## src/rtl/ob_mk_match.sv

```systemverilog
// ob_mk_match: per-side order table controller.
// Accepts INSERT / CANCEL / MATCH commands on a valid/ready channel, drives the
// resting-side table through its pop / push / insert / cancel strobes (at most
// one per cycle) and returns a per-fill trade/status response stream.
//
// Ports:
//   clk, rst                 clock, synchronous active-high reset
//   cmd_*                    command channel (opcode 01 INSERT, 10 CANCEL, 11 MATCH)
//   tbl_head_vld_r/_r        registered table head
//   tbl_full_w               table next-state full
//   tbl_head_pop/_push/_tbl  head pop / head push strobes and pushed entry
//   tbl_insert/_tbl          tail append strobe and entry
//   tbl_cancel/_uid          cancel lookup strobe and UID
//   tbl_cancel_hit_w/_tbl_w  same-cycle cancel lookup result
//   rsp_*                    response channel (valid/ready)
//
// Optional build macro OB_MK_MATCH_STATS_EN adds stat_trades_r / stat_volume_r
// (saturating trade count and traded volume).
`timescale 1ns/1ps

package ob_pkg;
    typedef logic [15:0] uid_t;
    typedef logic [15:0] price_t;
    typedef logic [15:0] quantity_t;
    typedef logic [47:0] accum_quantity_t;
    typedef struct packed {
        uid_t      uid;
        price_t    price;
        quantity_t quantity;
    } table_t;
endpackage

module ob_mk_match #(
    parameter bit RESTING_IS_BID = 1'b1
) (
    input  logic                    clk,
    input  logic                    rst,
    input  logic                    cmd_vld,
    output logic                    cmd_rdy,
    input  logic [1:0]              cmd_opcode,
    input  ob_pkg::uid_t            cmd_uid,
    input  ob_pkg::price_t          cmd_price,
    input  ob_pkg::quantity_t       cmd_quantity,
    input  logic                    tbl_head_vld_r,
    input  ob_pkg::table_t          tbl_head_r,
    input  logic                    tbl_full_w,
    output logic                    tbl_head_pop,
    output logic                    tbl_head_push,
    output ob_pkg::table_t          tbl_head_push_tbl,
    output logic                    tbl_insert,
    output ob_pkg::table_t          tbl_insert_tbl,
    output logic                    tbl_cancel,
    output ob_pkg::uid_t            tbl_cancel_uid,
    input  logic                    tbl_cancel_hit_w,
    input  ob_pkg::table_t          tbl_cancel_hit_tbl_w,
    output logic                    rsp_vld,
    input  logic                    rsp_rdy,
    output logic [2:0]              rsp_type,
    output ob_pkg::uid_t            rsp_uid,
    output ob_pkg::uid_t            rsp_maker_uid,
    output ob_pkg::price_t          rsp_price,
    output ob_pkg::quantity_t       rsp_quantity
`ifdef OB_MK_MATCH_STATS_EN
    ,
    output logic [31:0]             stat_trades_r,
    output ob_pkg::accum_quantity_t stat_volume_r
`endif
);

    // state | meaning
    // IDLE  | ready for a command
    // INS   | insert: strobe tbl_insert or reject
    // CXL   | cancel: strobe tbl_cancel, sample the hit result
    // EVAL  | match: test head for a cross, present TRADE, pop on handshake
    // PUSH  | match: push the partially-filled head back to the front
    // RSP   | hold a registered status response until accepted

    localparam logic [1:0] OP_INSERT = 2'b01;
    localparam logic [1:0] OP_CANCEL = 2'b10;
    localparam logic [1:0] OP_MATCH  = 2'b11;

    localparam logic [2:0] RSP_INSERT_ACK  = 3'd0;
    localparam logic [2:0] RSP_REJECT      = 3'd1;
    localparam logic [2:0] RSP_CANCEL_HIT  = 3'd2;
    localparam logic [2:0] RSP_CANCEL_MISS = 3'd3;
    localparam logic [2:0] RSP_TRADE       = 3'd4;
    localparam logic [2:0] RSP_MATCH_DONE  = 3'd5;

    typedef enum logic [2:0] {IDLE, INS, CXL, EVAL, PUSH, RSP} state_t;

    state_t            state_q;
    ob_pkg::uid_t      cmd_uid_q;
    ob_pkg::price_t    cmd_price_q;
    ob_pkg::quantity_t cmd_qty_q;
    ob_pkg::quantity_t rem_q;
    ob_pkg::quantity_t resid_q;
    ob_pkg::uid_t      push_uid_q;
    ob_pkg::price_t    push_price_q;
    logic              full_q;
    logic [2:0]        rsp_type_q;
    ob_pkg::uid_t      rsp_uid_q;
    ob_pkg::uid_t      rsp_maker_q;
    ob_pkg::price_t    rsp_price_q;
    ob_pkg::quantity_t rsp_qty_q;

    logic              head_crosses;
    logic              eval_cross;
    logic              trade_hs;
    logic              ins_ok;
    ob_pkg::quantity_t fill;

    // The hit entry's price is not reported back on CANCEL_HIT.
    logic unused_hit_price;
    assign unused_hit_price = ^tbl_cancel_hit_tbl_w.price;

    always_comb begin
        if (RESTING_IS_BID) head_crosses = (tbl_head_r.price >= cmd_price_q);
        else                head_crosses = (tbl_head_r.price <= cmd_price_q);
        eval_cross = !rst && (state_q == EVAL) && tbl_head_vld_r && head_crosses
                     && (rem_q != '0);
        fill       = (rem_q < tbl_head_r.quantity) ? rem_q : tbl_head_r.quantity;
        trade_hs   = eval_cross && rsp_rdy;
        ins_ok     = !full_q && (cmd_qty_q != '0);
    end

    // Strobes decode from the registered state so CXL can sample the hit
    // result in the same cycle; everything is masked while rst is high.
    always_comb begin
        cmd_rdy           = !rst && (state_q == IDLE);
        tbl_insert        = !rst && (state_q == INS) && ins_ok;
        tbl_insert_tbl    = '0;
        if (tbl_insert) tbl_insert_tbl = '{uid: cmd_uid_q, price: cmd_price_q, quantity: cmd_qty_q};
        tbl_cancel        = !rst && (state_q == CXL);
        tbl_cancel_uid    = tbl_cancel ? cmd_uid_q : '0;
        tbl_head_pop      = trade_hs;
        tbl_head_push     = !rst && (state_q == PUSH);
        tbl_head_push_tbl = '0;
        if (tbl_head_push) tbl_head_push_tbl = '{uid: push_uid_q, price: push_price_q, quantity: resid_q};

        // A TRADE is presented straight from the settled head; it stays
        // stable because the head cannot move until the pop.
        if (eval_cross) begin
            rsp_vld       = 1'b1;
            rsp_type      = RSP_TRADE;
            rsp_uid       = cmd_uid_q;
            rsp_maker_uid = tbl_head_r.uid;
            rsp_price     = tbl_head_r.price;
            rsp_quantity  = fill;
        end else begin
            rsp_vld       = !rst && (state_q == RSP);
            rsp_type      = rsp_type_q;
            rsp_uid       = rsp_uid_q;
            rsp_maker_uid = rsp_maker_q;
            rsp_price     = rsp_price_q;
            rsp_quantity  = rsp_qty_q;
        end
    end

    always_ff @(posedge clk) begin
        if (rst) begin
            state_q      <= IDLE;
            cmd_uid_q    <= '0;
            cmd_price_q  <= '0;
            cmd_qty_q    <= '0;
            rem_q        <= '0;
            resid_q      <= '0;
            push_uid_q   <= '0;
            push_price_q <= '0;
            full_q       <= 1'b0;
            rsp_type_q   <= '0;
            rsp_uid_q    <= '0;
            rsp_maker_q  <= '0;
            rsp_price_q  <= '0;
            rsp_qty_q    <= '0;
        end else begin
            full_q <= tbl_full_w;
            case (state_q)
                IDLE: begin
                    if (cmd_vld) begin
                        cmd_uid_q   <= cmd_uid;
                        cmd_price_q <= cmd_price;
                        cmd_qty_q   <= cmd_quantity;
                        rem_q       <= cmd_quantity;
                        case (cmd_opcode)
                            OP_INSERT: state_q <= INS;
                            OP_CANCEL: state_q <= CXL;
                            OP_MATCH:  state_q <= EVAL;
                            default: begin
                                rsp_type_q  <= RSP_REJECT;
                                rsp_uid_q   <= cmd_uid;
                                rsp_maker_q <= '0;
                                rsp_price_q <= cmd_price;
                                rsp_qty_q   <= '0;
                                state_q     <= RSP;
                            end
                        endcase
                    end
                end
                INS: begin
                    rsp_type_q  <= ins_ok ? RSP_INSERT_ACK : RSP_REJECT;
                    rsp_uid_q   <= cmd_uid_q;
                    rsp_maker_q <= '0;
                    rsp_price_q <= cmd_price_q;
                    rsp_qty_q   <= '0;
                    state_q     <= RSP;
                end
                CXL: begin
                    rsp_uid_q   <= cmd_uid_q;
                    rsp_price_q <= cmd_price_q;
                    if (tbl_cancel_hit_w) begin
                        rsp_type_q  <= RSP_CANCEL_HIT;
                        rsp_maker_q <= tbl_cancel_hit_tbl_w.uid;
                        rsp_qty_q   <= tbl_cancel_hit_tbl_w.quantity;
                    end else begin
                        rsp_type_q  <= RSP_CANCEL_MISS;
                        rsp_maker_q <= '0;
                        rsp_qty_q   <= '0;
                    end
                    state_q <= RSP;
                end
                EVAL: begin
                    if (!eval_cross) begin
                        rsp_type_q  <= RSP_MATCH_DONE;
                        rsp_uid_q   <= cmd_uid_q;
                        rsp_maker_q <= '0;
                        rsp_price_q <= cmd_price_q;
                        rsp_qty_q   <= rem_q;
                        state_q     <= RSP;
                    end else if (rsp_rdy) begin
                        rem_q <= rem_q - fill;
                        // Partial fill of the head: its remainder goes back to
                        // the front so it keeps time priority.
                        if (tbl_head_r.quantity > fill) begin
                            resid_q      <= tbl_head_r.quantity - fill;
                            push_uid_q   <= tbl_head_r.uid;
                            push_price_q <= tbl_head_r.price;
                            state_q      <= PUSH;
                        end
                    end
                end
                PUSH: begin
                    rsp_type_q  <= RSP_MATCH_DONE;
                    rsp_uid_q   <= cmd_uid_q;
                    rsp_maker_q <= '0;
                    rsp_price_q <= cmd_price_q;
                    rsp_qty_q   <= '0;
                    state_q     <= RSP;
                end
                RSP: begin
                    if (rsp_rdy) state_q <= IDLE;
                end
                default: state_q <= IDLE;
            endcase
        end
    end

`ifdef OB_MK_MATCH_STATS_EN
    localparam int AW = $bits(ob_pkg::accum_quantity_t);
    logic [AW:0] vol_sum;
    assign vol_sum = {1'b0, stat_volume_r} + {{(AW + 1 - $bits(fill)){1'b0}}, fill};

    always_ff @(posedge clk) begin
        if (rst) begin
            stat_trades_r <= '0;
            stat_volume_r <= '0;
        end else if (trade_hs) begin
            stat_trades_r <= (&stat_trades_r) ? stat_trades_r : stat_trades_r + 32'd1;
            stat_volume_r <= vol_sum[AW] ? '1 : vol_sum[AW-1:0];
        end
    end
`endif

endmodule

```

## config.mk

```make
export PLATFORM = sky130hd
export DESIGN_NAME = ob_mk_match
export DESIGN_NICKNAME = d
export VERILOG_FILES = /design/src/rtl/ob_mk_match.sv
export SDC_FILE = /design/constraint.sdc
export NUM_CORES = 1
export LEC_CHECK = 0
export CAP_MARGIN = 20
export CORE_ASPECT_RATIO = 1.5
export CORE_UTILIZATION = 43
export CTS_CLUSTER_SIZE = 12
export DETAILED_ROUTE_END_ITERATION = 16
export GPL_ROUTABILITY_DRIVEN = 0
export HOLD_SLACK_MARGIN = 0.02
export PLACE_DENSITY = 0.77
export SYNTH_ARGS = -nofsm -noshare
export SYNTH_HDL_FRONTEND = slang
export SYNTH_SLANG_ARGS = --single-unit
```

## constraint.sdc

```tcl
create_clock -name clk -period 4.9 [get_ports clk]
set_input_delay 0.98 -clock clk [delete_from_list [all_inputs] [get_ports clk]]
set_output_delay 0.98 -clock clk [all_outputs]
set_load 0.02 [all_outputs]
```

# ---- Yosys cells after proc, flatten, opt, wreduce, memory -nomap -nowiden
# Cells that the tools add are included.
# W data, S select, Z words.
dict set report op_classes {
  n_addsub 2
  order_cmp 3
  eq_ne 16
  reduce_logical 31
  muxes 43
}
# cell count
set ops {}
lappend ops {{$mux W16} 21}
lappend ops {{$pmux W16 S4} 2}
lappend ops {{$mux W48} 2}
lappend ops {{$pmux W16 S3} 2}
lappend ops {{$pmux W16 S2} 1}
lappend ops {{$reduce_bool A16 Y1} 2}
lappend ops {{$sub A16 B16 Y16} 2}
lappend ops {{$mux W3} 9}
lappend ops {{$reduce_and A4 Y1} 6}
lappend ops {{$ge A16 B16 Y1} 1}
lappend ops {{$gt A16 B16 Y1} 1}
lappend ops {{$lt A16 B16 Y1} 1}
lappend ops {{$pmux W3 S5} 1}
lappend ops {{$logic_and A1 B1 Y1} 12}
lappend ops {{$ne A2 B2 Y1 const B} 6}
lappend ops {{$pmux W3 S4} 1}
lappend ops {{$pmux W3 S3} 1}
lappend ops {{$eq A3 B2 Y1 const B} 2}
lappend ops {{$eq A3 B3 Y1 const B} 2}
lappend ops {{$reduce_or A3 Y1} 2}
lappend ops {{$reduce_bool A5 Y1} 1}
lappend ops {{$eq A2 B2 Y1 const B} 2}
lappend ops {{$reduce_bool A4 Y1} 1}
lappend ops {{$eq A3 B1 Y1 const B} 1}
lappend ops {{10 further kinds} 13}
dict set report word_totals {
  ff_bits 183
  in_bits 153
  word_cells 109
  out_inout_bits 185
}

# ---- Logic depth before layout (Yosys ltp)
# Gate-level depths: netlist of the first run.
dict set report depth {
  ltp_word 7
  depth_mapped 23
  ltp_nobuf 19
}

# ---- Worst setup path before layout of the first run
# OpenSTA, ideal clock, no wires.
dict set report synth_path {
  kind {in2reg}
  from {input tbl_head_r[13] in the netlist's numbering}
  to {register push_uid_q[10]}
  cell_stages 22
  path_buffers 5
  arrival_time_ns 5.005
  path_slack_ns -0.232
  cell_sequence {inv_1 -> ha_1 -> a21o_1 -> a21o_1 -> a2111oi_4 -> o21a_4 -> buf_6 -> clkbuf_1 -> a21oi_1 -> ha_1 -> clkbuf_1 -> and3_1 -> nand3_1 -> and3b_1 -> o211ai_1 -> o311ai_1 -> a21oi_1 -> nor3_2 -> buf_6 -> buf_12 -> mux2i_1 -> nor2_1}
}
dict set report synth_between {
  elab_chain_cells 4
}
# item line_no
set synth_rtl {}
lappend synth_rtl {{start, declared} 45} ;# input ob_pkg::table_t tbl_head_r,
lappend synth_rtl {{$lt A16 B16 Y1} 121} ;# fill = (rem_q < tbl_head_r.quantity) ? rem_q : tbl_head_r.quantity;
lappend synth_rtl {{$mux W16} 121}
lappend synth_rtl {{$gt A16 B16 Y1 (*)} 233} ;# if (tbl_head_r.quantity > fill) begin
lappend synth_rtl {{$reduce_and A4 Y1 (no line) (*)} -}
lappend synth_rtl {{end signal, assigned} 235} ;# push_uid_q <= tbl_head_r.uid;
lappend synth_rtl {{end, declared} 97} ;# ob_pkg::uid_t push_uid_q;
# Mark *: on every way between the ends. The rest lies on a longest branch, timed or not.
# A chain may end at the register's enable or synchronous reset.

# ---- Final worst setup path of the first run
dict set report layout_path {
  from {input tbl_head_r[30] in the netlist's numbering}
  to {output tbl_head_pop}
}
dict set report layout_between {
  elab_chain_cells 4
}
# item line_no
set layout_rtl {}
lappend layout_rtl {{$ge A16 B16 Y1} 117} ;# if (RESTING_IS_BID) head_crosses = (tbl_head_r.price >= cmd_price_q);
lappend layout_rtl {{$logic_and A1 B1 Y1} 119} ;# eval_cross = !rst && (state_q == EVAL) && tbl_head_vld_r && head_crosses
lappend layout_rtl {{$logic_and A1 B1 Y1} 120} ;# && (rem_q != '0);
lappend layout_rtl {{$logic_and A1 B1 Y1} 122} ;# trade_hs = eval_cross && rsp_rdy;
lappend layout_rtl {{end, declared} 47} ;# output logic tbl_head_pop,
# No other way between the ends.

==> results of run 1 <==
what timing repair did:
item,CTS,global route
hold endpoints to repair,0,0
resized for setup,117,28
cloned,2,3
endpoints found under the setup margin,124,122
hold buffers,0,0
buffers inserted,8,6
pin swaps,12,14
report_power, final:
part / internal [mW] / total, mW / switching, mW
clock network: 0.768 / 1.39 / 0.624
logic: 1.18 / 2.56 / 1.38
registers: 1.64 / 1.76 / 0.122
total: 3.58 / 5.71 / 2.13
worst max-delay path by stage:
| stage | startpoint | endpoint | depth (start not counted) | slack [ps] |
|---|---|---|---|---|
| finish | tbl_head_r[30] | tbl_head_pop | 12 | 50 |
| global route | tbl_head_r[1] | push_price_q[2] | 23 | -100 |
| CTS | tbl_head_r[25] | rsp_maker_uid[15] | 12 | 2 |
| detailed placement | tbl_head_r[13] | rem_q[14] | 22 | -710 |
| global placement | tbl_head_r[13] | state_q[2] | 21 | -680 |
| floorplan | tbl_head_r[13] | push_uid_q[10] | 22 | 30 |
per-layer routing:
layer,vias up,routed length (um)
met1,5586,15400
li1,5655,-
met3,132,2530
met5,-,0
met2,491,20300
met4,0,2300
cells in the mapped netlist (3+ instances only):
master / number / area [um^2]
dfxtp_1: 183 / 3660
nor2_1: 160 / 601
nand2_1: 156 / 586
a21oi_1: 103 / 515
and2_1: 101 / 632
mux2i_1: 77 / 771
clkbuf_1: 74 / 278
ha_1: 60 / 751
mux2_2: 48 / 541
a211oi_1: 44 / 330
inv_1: 43 / 161
o21ai_0: 34 / 170
nor3_1: 32 / 160
a21o_1: 23 / 173
a22oi_1: 17 / 128
nand3_1: 15 / 75.1
a222oi_1: 14 / 140
xnor2_1: 14 / 123
nand2b_1: 12 / 75.1
xor2_1: 10 / 87.6
buf_1: 9 / 33.8
nor4_1: 9 / 56.3
nand4_1: 8 / 50.1
buf_2: 7 / 35.0
nor2b_1: 7 / 43.8
o211ai_1: 7 / 52.6
and3_1: 6 / 37.5
o2111ai_1: 5 / 43.8
a211oi_2: 4 / 50.1
a221o_1: 4 / 40.0
a311oi_1: 4 / 35.0
buf_12: 4 / 80.1
nand3b_1: 4 / 30.0
nor2_2: 4 / 25.0
a31oi_1: 3 / 18.8
o211a_1: 3 / 30.0
o21a_1: 3 / 22.5
o21ai_1: 3 / 15.0
o22ai_1: 3 / 18.8
or2_2: 3 / 18.8
or3_1: 3 / 18.8
cell type report:
class | instances | area, um^2 | share of cell area (%)
Multi-Input combinational cell | 1042 | 7070 | 42.4
Timing Repair Buffer | 506 | 4780 | 28.7
Antenna cell | 3 | 7.51 | 0.0450
Sequential cell | 183 | 3660 | 22.0
Clock buffer | 22 | 484 | 2.90
Clock inverter | 10 | 108 | 0.645
Inverter | 43 | 161 | 0.967
Tap cell | 328 | 410 | 2.46
worst reg2reg max path, stage by stage, from the launching register on:
cell and delay, ps:
dfxtp_1 520, ha_1 320, a21oi_1 180, nor2_1 80, a2111oi_4 310, buf_4 200
o21a_4 200, nor2_1 80, a21oi_1 210, ha_1 190, and3_4 200, nand3_2 120
and3b_1 230, o211ai_1 100, o311ai_2 130, a21oi_2 140, buf_4 160, nor3_4 300
buf_12 190, buf_8 130, buf_4 110, mux2i_1 170, nor2_1 50
cells by family after synthesis:
family / Yosys count / share of synthesized area (%)
flops: 183 / 32.9
xor+xnor: 24 / 1.89
simple gates: 528 / 22.2
compound gates: 302 / 18.6
mux: 125 / 11.8
buf+inv: 140 / 5.61
fa+ha+maj: 62 / 7.09
==> results.yml, run 1 <==
run_status:
  status: "complete, no violations"
place:
  place_inst: 2082
  preCtsSetupSlack_ps: -714
  placed_area_um2: 15700
  dp_hpwl_um: 30100
  portBuffers: 321
timing:
  fin_worst_skew_ps: 16.8
  fin_crit_ps: 4850
  rsz0062_at_grt: "yes"
  timing.final.ws_setup_ps: 55.0
  fin_crit_sh_pct: 98.9
  hold_ws_ps: 460
  tightestPinTransition_ps: 939
  setup_viol: 0
  fmax_mhz: 206
  drv_slew: 0
  fin_setup_tns_ps: 0
  max_slew_margin_pct: 37.4
  final_hold_viol_count: 0
floorplanning:
  core_area_um2: 25200
  initial_core_util_pct: 44.2
  die_x_um: 133
  dieArea_um2: 26600
  io_pins: 338
  rows: 71
  die_h_um: 199
setup_path:
  critPathMaxFanout: 11
  cp.arrival_ps: 3870
  worstSetupStartpointType: "primary input"
  worstPathCellList: "clkdlybuf4s50_1 -> ha_1 -> nand3_1 -> nor4_2 -> o41ai_2 -> buf_4 -> a21o_4 -> buf_12 -> a22oi_1 -> nand2_1 -> inv_1 -> dlygate4sd2_1"
  critPathCaptureType: "output pin"
  required_ps: 3920
  rrSetupSlack_ps: 470
  slowest_delay_ps: 450
  path_class: "primary input to output pin"
  critPathBufInv: 5
  critical_path.top_delay_family: "buffers and inverters"
  r2r-end: "push_price_q[2]"
  slowest_stage: "clkdlybuf4s50_1"
  reg2reg_depth: 22
  r2r_start: "rem_q[11]"
run:
  cap_violations: 0
final_layout:
  final_nets: 2008
  utilization_pct: 66.1
  fin_cells: 2137
  drive_gt1_share_pct: 18.8
  most-common-layout-cells: "clkdlybuf4s50_1 (241), dfxtp_1 (183), buf_4 (169), nor2_1 (157), nand2_1 (155)"
  syn2layout_area_growth_pct: 49.7
  final_common_cell: "clkdlybuf4s50_1"
  fillers: 2091
  finish.instance_area_um2: 16700
pwr:
  p_leak_nw: 7.05
  power_density_nw_per_um2: 342
  finalPower_mw: 5.71
  ir_drop_v: 0.000275
synthesis:
  syn_inst: 1364
  synth_nets: 1579
  avgSynthCellArea_um2: 8.17
  ys_seq_elements: 183
  synth-seq-area-share_pct: 32.9
  synthFlopType: "dfxtp_1"
  synth.distinct_cells: 73
  synth-edff-count: 0
  async_reset_ff_share_pct: 0
  synthesis.area_um2: 11100
  yosysWarnings: 0
cts:
  cts-root-buf: "clkbuf_16"
  cts_buffer_depth: 2
  cts_buffers: 17
  cts_tree: "yes"
  htreeDepth: 4
  cts.clk_slew.worst_paths_ps: 60
  clock-sinks: 183
  clock_latency_ps: 440
global_routing:
  grt_util_met2_pct: 52.0
  antenna_found_initial: 3
  grt_most_used_layer: "met2"
  grt_pass1_wl_um: 60800
  grt-ovfl-total: 0
  grt_pass1_vias: 11600
  grt_max_degree: 86
  met1_usage_pct: 32.4
  track_usage_pct: 29.4
  met3_usage_pct: 6.04
routing:
  dr_total_vias: 11900
  first_iter_violations: 794
  vias_per_cell: 5.55
  wl_per_cell_um: 18.9
  ant_nets: 0
  drt-total-wl_um: 40500
  drc: 0
  first_pass_iters: 9
hold_path:
  min_path_type: "flop to flop"
  min_to: "rsp_type_q[1]"
  worstHoldStart: "rsp_type_q[1]"
  hold_depth: 2
No activity file was read; power rests on OpenSTA's default activity.
==> run 2: changes to the inputs <==
--- a/config.mk
+++ b/config.mk
@@ -7,6 +7,7 @@
 export LEC_CHECK = 0
 export CAP_MARGIN = 20
 export CORE_ASPECT_RATIO = 1.5
+export CORE_MARGIN = 3
 export CORE_UTILIZATION = 43
 export CTS_CLUSTER_SIZE = 12
 export DETAILED_ROUTE_END_ITERATION = 16
==> constraint.sdc (replaced) <==
create_clock -name clk -period 4.9 [get_ports clk]
set_input_delay 1.47 -clock clk [delete_from_list [all_inputs] [get_ports clk]]
set_output_delay 1.47 -clock clk [all_outputs]
set_load 0.02 [all_outputs]
==> results.yml, run 2 (synthesis gave the netlist of run 1 again) <==
setup_path:
  r2r-end: "resid_q[3]"
  critical_path.top_delay_family: "buffers and inverters"
  slowest_delay_ps: 320
  cp.arrival_ps: 5490
  critPathCaptureType: "flop"
  required_ps: 5180
  worstSetupStartpointType: "primary input"
  reg2reg_depth: 22
  r2r_start: "rem_q[3]"
  cp_num_cells: 24
  rrSetupSlack_ps: 380
  slowest_stage: "ha_1"
  critPathBufInv: 9
  critPathMaxFanout: 6
  worstPathCellList: "dlygate4sd2_1 -> inv_2 -> ha_4 -> nand2_1 -> nor3_2 -> a21oi_2 -> o21a_4 -> buf_8 -> nor2_4 -> a21oi_4 -> buf_4 -> ha_1 -> and3_4 -> nand3_4 -> buf_4 -> buf_4 -> o311ai_4 -> a21oi_4 -> nor3_4 -> buf_6 -> buf_12 -> buf_12 -> mux2i_4 -> nor2_1"
  crit_top_cell: "buf_4"
  path_class: "primary input to flop"
routing:
  drt-total-wl_um: 51000
  ant_nets: 0
  vias_per_cell: 5.88
  first_pass_iters: 6
  first_iter_violations: 1149
  wl_per_cell_um: 22.8
  drc: 0
  dr_total_vias: 13200
global_routing:
  grt_pass1_vias: 13100
  met3_usage_pct: 4.96
  track_usage_pct: 32.8
  grt_pass1_wl_um: 70800
  grt_util_met2_pct: 59.1
  grt-ovfl-total: 0
  grt_most_used_layer: "met2"
  met1_usage_pct: 32.5
  grt_max_degree: 201
  antenna_found_initial: 2
run:
  cap_violations: 0
timing:
  final_hold_viol_count: 0
  rsz0062_at_grt: "yes"
  drv_slew: 0
  setup_viol: 118
  max_slew_margin_pct: 21.1
  fmax_mhz: 192
  fin_setup_tns_ps: -20970
  tightestPinTransition_ps: 1180
  fin_crit_sh_pct: 106
  fin_worst_skew_ps: 14.7
  timing.final.ws_setup_ps: -308
  fin_crit_ps: 5210
cts:
  clock_latency_ps: 450
  cts-root-buf: "clkbuf_16"
  cts_buffer_depth: 2
  cts.clk_slew.worst_paths_ps: 70
  htreeDepth: 4
  cts_tree: "yes"
  cts_buffers: 17
  clock-sinks: 183
floorplanning:
  core_area_um2: 25300
  die_x_um: 137
  dieArea_um2: 27900
  rows: 71
  die_h_um: 203
  io_pins: 338
  initial_core_util_pct: 44.0
run_status:
  violations: "setup timing"
  status: "finished with violations"
pwr:
  power_density_nw_per_um2: 340
  p_leak_nw: 7.81
  ir_drop_v: 0.000273
final_layout:
  drive_gt1_share_pct: 34.0
  finish.instance_area_um2: 18900
  most-common-layout-cells: "buf_4 (231), clkdlybuf4s50_1 (221), dfxtp_1 (183), nor2_1 (142), nand2_1 (141)"
  fin_cells: 2238
  final_nets: 2110
  syn2layout_area_growth_pct: 69.6
  final_common_cell: "buf_4"
hold_path:
  min_to: "cmd_qty_q[13]"
  worstHoldStart: "cmd_qty_q[13]"
  min_path_type: "flop to flop"
  hold_depth: 2
place:
  portBuffers: 321
  placed_area_um2: 16400
  place_inst: 2127
  dp_hpwl_um: 32200
[run 2: worst max-delay path by stage]
| stage | from | to | slack (ps) |
|---|---|---|---|
| 2_1_floorplan | tbl_head_r[13] | push_uid_q[10] | -130 |
| 3_3_place_gp | tbl_head_r[16] | rsp_uid[15] | -1290 |
| 3_5_place_dp | tbl_head_r[13] | state_q[2] | -1320 |
| 4_1_cts | tbl_head_r[16] | rsp_uid[12] | -320 |
| 5_1_grt | tbl_head_r[5] | resid_q[3] | -410 |
| 6_report | tbl_head_r[5] | resid_q[3] | -310 |
[run 2: worst min-delay path: cells and delay by family (launching register included)]
kind,cells,cell delay [ps]
AO/OA/AOI/OAI,1,50
AND/OR/NAND/NOR,1,50
flip-flops,1,320
[run 2: per-stage QoR]
step	util (%)	total power [mW]	hold WS, ps	setup WS, ps
floorplan	-	3.28	432	-134
global placement	64.6	4.40	453	-1290
detailed placement	64.6	4.47	457	-1320
CTS	72.7	6.12	466	-325
global route	74.7	6.70	484	-415
finish	74.7	6.42	468	-308
[run 2: layout make-up]
type	count	area, um^2
antenna	2	5.00
clock buffer	19	443
clock inverter	13	146
fill	1624	6420
inverter	43	181
multi-input combinational	1042	8190
sequential	183	3660
tap	328	410
timing repair buffer	608	5860
[run 2: timing repair]
item	in CTS	in global routing
resized for setup	627	135
hold buffers	0	0
pin swaps	73	49
buffers inserted	67	18
endpoints found under the setup margin	134	131
cloned	13	1
[run 2: routing by layer]
| layer | vias up | share of wire (%) | wire [um] |
|---|---|---|---|
| met4 | 0 | 9.0 | 4610 |
| met5 | - | 0 | 0 |
| met1 | 6270 | 33 | 16600 |
| met3 | 289 | 6.8 | 3450 |
| met2 | 746 | 52 | 26300 |
| li1 | 5858 | - | - |
[run 2: where the power goes]
part | leakage [nW] | switching [mW] | internal [mW]
clock | 0.278 | 0.645 | 0.772
sequential | 1.49 | 0.163 | 1.64
combinational | 6.04 | 1.65 | 1.56
total | 7.81 | 2.46 | 3.97
==> run 3: changes to the inputs <==
--- a/config.mk
+++ b/config.mk
@@ -5,7 +5,6 @@
 export SDC_FILE = /design/constraint.sdc
 export NUM_CORES = 1
 export LEC_CHECK = 0
-export CAP_MARGIN = 20
 export CORE_ASPECT_RATIO = 1.5
 export CORE_MARGIN = 3
 export CORE_UTILIZATION = 43
==> results of run 3 <==
No change in the layout: final DEF, timing and power equal those of run 2.
